[src/rtl/decoder_scan.sv]
// Registered SEL_W-to-2^SEL_W one-hot decoder: DIRECT decodes a handshaked index, SCAN steps
// through all outputs with a programmable dwell. One cycle latency; sel_ready only in DIRECT.
module decoder_scan #(
  parameter int SEL_W      = 3,
  parameter int DWELL_W    = 8,
  parameter int ACTIVE_LOW = 0
) (
  input  logic                    clk,
  input  logic                    rst_n,
  input  logic                    enable,
  input  logic                    mode,
  input  logic [SEL_W-1:0]        sel,
  input  logic                    sel_valid,
  output logic                    sel_ready,
  input  logic [DWELL_W-1:0]      dwell,
  output logic [(1<<SEL_W)-1:0]   out,
  output logic [SEL_W-1:0]        cur_idx,
  output logic                    wrap
);

  localparam int OUT_W = 1 << SEL_W;
  localparam logic [OUT_W-1:0] INACTIVE = (ACTIVE_LOW != 0) ? {OUT_W{1'b1}} : {OUT_W{1'b0}};

  typedef enum logic [1:0] {IDLE, DIRECT, SCAN} state_t;

  state_t             state, state_n;
  logic [SEL_W-1:0]   idx_n;
  logic [DWELL_W-1:0] dcnt, dcnt_n;
  logic               wrap_n;
  logic [OUT_W-1:0]   out_n;

  function automatic logic [OUT_W-1:0] decode(input logic [SEL_W-1:0] idx);
    logic [OUT_W-1:0] d;
    d      = '0;
    d[idx] = 1'b1;
    return d ^ INACTIVE;
  endfunction

  // Handshake is qualified by the registered state, so a same-cycle mode change cannot open it.
  assign sel_ready = (state == DIRECT);

  always_comb begin
    state_n = state;
    idx_n   = cur_idx;
    dcnt_n  = dcnt;
    wrap_n  = 1'b0;
    if (!enable) begin
      state_n = IDLE;
      dcnt_n  = '0;
    end else begin
      case (state)
        IDLE: begin
          state_n = mode ? SCAN : DIRECT;
          dcnt_n  = '0;
        end
        DIRECT: begin
          if (sel_valid) idx_n = sel;
          if (mode) begin
            state_n = SCAN;
            dcnt_n  = '0;
          end
        end
        SCAN: begin
          if (!mode) begin
            state_n = DIRECT;
            dcnt_n  = '0;
          end else if (dcnt == dwell) begin
            dcnt_n = '0;
            idx_n  = cur_idx + SEL_W'(1);
            wrap_n = &cur_idx;
          end else begin
            dcnt_n = dcnt + DWELL_W'(1);
          end
        end
        default: state_n = IDLE;
      endcase
    end
    out_n = (state_n == IDLE) ? INACTIVE : decode(idx_n);
  end

  always_ff @(posedge clk or negedge rst_n) begin
    if (!rst_n) begin
      state   <= IDLE;
      cur_idx <= '0;
      dcnt    <= '0;
      wrap    <= 1'b0;
      out     <= INACTIVE;
    end else begin
      state   <= state_n;
      cur_idx <= idx_n;
      dcnt    <= dcnt_n;
      wrap    <= wrap_n;
      out     <= out_n;
    end
  end

endmodule

[config.mk]
export PLATFORM = sky130hd
export DESIGN_NAME = decoder_scan
export DESIGN_NICKNAME = d
export VERILOG_FILES = /design/src/rtl/decoder_scan.sv
export SDC_FILE = /design/constraint.sdc
export NUM_CORES = 1
export LEC_CHECK = 0
export CAP_MARGIN = 10
export CORE_MARGIN = 2
export CORE_UTILIZATION = 54
export CTS_CLUSTER_SIZE = 16
export DETAILED_ROUTE_END_ITERATION = 8
export HOLD_SLACK_MARGIN = 0.1
export PLACE_DENSITY = 0.84
export SYNTH_ARGS = -nofsm -noshare
export SYNTH_HDL_FRONTEND = slang
export SYNTH_SLANG_ARGS = --single-unit
export TNS_END_PERCENT = 1
[constraint.sdc]
create_clock -name clk -period 5.6 [get_ports clk]
set_clock_uncertainty 0.05 [all_clocks]
set_input_delay 0.56 -clock clk [delete_from_list [all_inputs] [get_ports clk]]
set_output_delay 0.56 -clock clk [all_outputs]
set_load 0.01 [all_outputs]
Yosys cells after proc, flatten, opt, wreduce, memory -nomap -nowiden --
Cells that the tools add are included.
Storage, ports and cells: flip-flop bits (word level) 22, input port bits 16, output and inout bits 13, logic and storage cells 41
Operators by class: add/subtract/negate cells 2, magnitude comparators 2, eq/ne operators 5, muxes and demuxes 22, reduce and logical (&&, ||, !) cells 5
Operators with widths (number):
- 8-bit 2-to-1 mux | 5
- 8-bit case mux with 3 select lines | 1
- 3-bit 2-to-1 mux | 4
- 8-bit by 1-bit adder with 8-bit output (second input constant) | 1
- 8-bit equality test | 1
- 2-bit 2-to-1 mux | 4
- 2-bit case mux with 3 select lines | 1
- 3-bit case mux with 2 select lines | 1
- 1-bit 2-to-1 mux | 5
- 2-bit zero test | 2
- 3-bit by 4-bit < comparator with 1-bit output (second input constant) | 1
- 4-bit by 1-bit inequality test with 1-bit output (second input constant) | 1
- 3-bit by 1-bit adder with 3-bit output (second input constant) | 1
- 1-bit demux with 3-bit select | 1
- 3-bit by 1-bit >= comparator with 1-bit output (second input constant) | 1
- 3-bit inequality test (second input constant) | 1
- 3-bit AND reduction | 1
- 2-bit by 1-bit equality test with 1-bit output (second input constant) | 1
- 2-bit equality test (second input constant) | 1
- 2-bit AND reduction | 1
- 1-bit logical AND | 1

Logic depth before layout (Yosys ltp) --
word-level depth 10, mapped depth 9, mapped depth without buffers 8

Worst setup path before layout --
Ideal clock, no wire load.
path type register -> register, from register state[0], to register out[3], setup time 0.137 ns, arrival time 1.988 ns, required time 5.413 ns, slack 3.425 ns, stages on the path, launching flop included 8, buffers on the path 0, period minus slack after synthesis 2.175 ns, cells stage by stage dfrtp_1 > inv_1 > ha_1 > and4_1 > o21ai_1 > or4b_2 > o211ai_1 > nor3_1
On the way: cells in the longest elaborated chain, start to end 8, elaborated cells between the ends (all ways) 16, classes of those cells order compare (2); eq/ne (2); mux (9); reduce/logical (3)
RTL lines:
- from (decl) | RTL line 26 | state_t state, state_n;
- from (signal assigned) | RTL line 89 | state <= state_n;
- 2-bit equality test / 2-bit by 1-bit equality test with 1-bit output (equally long branches) | RTL line 51 | case (state)
- 3-bit case mux with 2 select lines | RTL line 51
- 3-bit 2-to-1 mux | RTL line 47 | if (!enable) begin
- 3-bit by 4-bit < comparator with 1-bit output (implied by the code) / 3-bit by 1-bit >= comparator with 1-bit output (equally long branches) | RTL line 35 | d[idx] = 1'b1;
- 1-bit logical AND (implied by the code) | RTL line 35
- 1-bit 2-to-1 mux (implied by the code) | RTL line 35
- 1-bit demux with 3-bit select | RTL line 35
- 8-bit 2-to-1 mux * | RTL line 78 | out_n = (state_n == IDLE) ? INACTIVE : decode(idx_n);
- named net out_n[3] | RTL line 30 | logic [OUT_W-1:0] out_n;
- to (signal assigned) | RTL line 93 | out <= out_n;
- to (decl) | RTL line 16 | output logic [(1<<SEL_W)-1:0] out,
The timed path passes the listed nets; every way through them passes the cells marked *. A chain may end at the register's enable or synchronous reset.

Worst setup path after layout --
from register state[1], to register out[5]
The elaborated chain is that of the path after synthesis.

==> impl_metrics.yaml <==
floorplanning:
  coreArea_sq_um: 2410
  die_y_microns: 53.91
  ios: 29
  initial_utilization_pct: 55.82
  die_area_sq_um: 2906
  fp-row-count: 18
  die_x_microns: 53.91
min_path:
  hp-class: "flip-flop to flip-flop"
timing:
  slew_headroom_pct: 38.79
  period_needed_ns: 2.507
  rsz0062_at_grt: "no"
  fmax_mhz: 398.9
  finalMaxSlewViolations: 0
  fin_tns_setup_ns: 0
  period_share_pct: 44.77
  worst_slack_ns: 3.093
  hold_violations: 0
  worstMarginPinSlew_ns: 0.9153
  setup_viol: 0
finish:
  final_common_cell: "clkdlybuf4s50_1"
  fin_cells: 199
  layout.nets: 193
  drive_gt1_share_pct: 7.101
  diodes: 0
  syn2layout_area_growth_pct: 26.23
  fin_util_pct: 70.46
  layout_common_cells: "clkdlybuf4s50_1 (28), dfrtp_1 (22), o21ai_0 (14), nand2_1 (13), nor3_1 (10)"
run:
  max-cap-violations: 0
global_routing:
  grt_use_met1_pct: 28.27
  grt_busiest_layer: "met2"
  grt_use_met2_pct: 33.54
  grt_pass1_wl_microns: 4429
  grt.met3_usage_pct: 3.889
  grt_pass1_vias: 990
  grt_use_total_pct: 21.00
  grt_overflow: 0
  grt_max_degree: 23
  antenna_found_initial: 0
power_and_ir_drop:
  power_density_nw_per_um2: 290.8
  clkPwrFrac_pct: 24.4
  cell_internal_pwr_uw: 334.3
  p_comb_share_pct: 36.2
  peakVddDrop_v: 0.0002256
  p_sw_share_pct: 32.28
  seq_power_share_pct: 39.5
  p_switching_uw: 159.4
  power_uw: 493.7
  leakage_uw: 0.0007081
logic_synthesis:
  synth_seq_cells: 22
  async_reset_ff_share_pct: 100.0
  ys_seq_area_share_pct: 40.93
  syn-cell-area_sq_um: 1345
  ys.flop_type: "dfrtp_1"
  ys_warn_count: 0
  syn_avg_cell_area_sq_um: 9.539
  postSynthNetCount: 164
  synth_cells: 141
  synth-edff-count: 0
  synth_cell_types: 37
clocking:
  ctsHtreeMaxLevel: 1
  cts_resized: 0
  cts_setup_buffers: 0
  clk_path_buf_depth: 2
  cts_root_buffer: "clkbuf_4"
  clk_pin_slew_ns: 0.12
  cts_tree: "built"
  cts_buffers: 3
  clk_latency_ns: 0.31
  cts_sinks: 22
  hold_buffers: 0
route:
  first_iter_violations: 22
  routed_wl_microns: 2829
  vias_per_cell: 5.884
  ant_nets: 0
  routed-via-count: 1171
  dr.pass1.iters: 4
  drc: 0
  routedWlPerCell_microns: 14.22
critical_path:
  path_max_fanout: 7
  worstPathCellList: "inv_1 > ha_1 > and4_1 > o21ai_1 > or4b_2 > o211ai_1 > nor3_1"
  cp-start-kind: "flip-flop"
  critical_path_class: "flip-flop to flip-flop"
  cp.required_ns: 5.73
  slowest_stage: "or4b_2"
  cpPeakStageDelay_ns: 0.61
  cp_data_arrival_time_ns: 2.64
  end_kind: "flip-flop"
outcome:
  status: "completed"
place:
  dp_hpwl_microns: 2240
  portBuffers: 28
  gp_congestion: 0.8847
  place_ws_ns: 2.937
  numPlacedInstances: 195
per-stage QoR:
step	hold WS (ns)	instance area (sq um)
2_1_floorplan	0.2144	1345
3_3_place_gp	0.4806	1645
3_5_place_dp	0.4929	1645
4_1_cts	0.5097	1698
5_1_grt	0.5367	1698
6_report	0.5064	1698
flip-flops by register name (all words and copies together) (netlist names):
signal / flops
state: 2
out: 8
dcnt: 8
wrap: 1
cur_idx: 3
critical path: cells and delay by family, from the launching register on:
family | cells | cell delay, ns
AOI/OAI and AO/OA | 2 | 0.43
DFF | 1 | 0.48
and+or+nand+nor | 3 | 0.94
buffers and inverters | 1 | 0.10
adders and majority gates | 1 | 0.36
Yosys cell counts (2+ instances only):
master / n / area, sq um
and2_1: 2 / 12.51
mux2i_1: 2 / 20.02
nand3_1: 5 / 25.02
o21ai_0: 14 / 70.07
and3_1: 5 / 31.28
a22o_1: 2 / 17.52
nor2_1: 4 / 15.01
inv_1: 4 / 15.01
nand4_1: 3 / 18.77
clkbuf_1: 2 / 7.510
a221oi_4: 2 / 52.55
nor2b_1: 3 / 18.77
nand2b_1: 2 / 12.51
buf_2: 2 / 10.01
ha_1: 7 / 87.58
dfrtp_1: 22 / 550.5
and4_1: 3 / 26.28
nand2_1: 13 / 48.80
a21oi_1: 6 / 30.03
nor3_1: 10 / 50.05
o211ai_1: 3 / 22.52
a211oi_1: 2 / 15.01
xnor2_1: 9 / 78.83
power by group through the flow:
stage | sequential, uW | clock, uW | combinational (uW)
CTS | 195 | 121 | 179
global route | 198 | 130 | 193
detailed placement | 198 | 0 | 178
finish | 195 | 120 | 179
global placement | 198 | 0 | 172
floorplan | 202 | 0 | 101
path summary, 6_finish.rpt:
kind,to,slack (ns),startpoint,cells after the start
max in group asynchronous,out[5],4.25,rst_n,1
setup reg to reg,out[5],3.09,state[1],7
min in group asynchronous,dcnt[2],0.70,rst_n,1
hold reg to reg,dcnt[2],0.51,dcnt[2],1
hold / removal,dcnt[2],0.51,dcnt[2],1
setup / recovery,out[5],3.09,state[1],7
metal layers:
layer | up-vias | part of all wire (%)
met3 | 6 | 3.7
met4 | 0 | 2.0
met1 | 568 | 48
met5 | - | 0
met2 | 27 | 47
li1 | 570 | -
cells by family after synthesis:
| group | after synthesis | synth area share (%) |
|---|---|---|
| compound gates | 36 | 19.44 |
| xor+xnor | 10 | 6.512 |
| fa+ha+maj | 7 | 6.511 |
| buf+inv | 10 | 3.163 |
| flops | 22 | 40.93 |
| mux | 2 | 1.488 |
| simple gates | 54 | 21.95 |
layout make-up:
| class | count | area [sq um] |
|---|---|---|
| timing repair buffer | 28 | 280.3 |
| sequential | 22 | 550.5 |
| inverter | 6 | 25.02 |
| tap | 30 | 37.54 |
| clock inverter | 1 | 30.03 |
| clock buffer | 3 | 22.52 |
| multi-input combinational | 109 | 752.0 |
| fill | 191 | 711.9 |
Note: power is estimated with default switching activity, not from simulation.
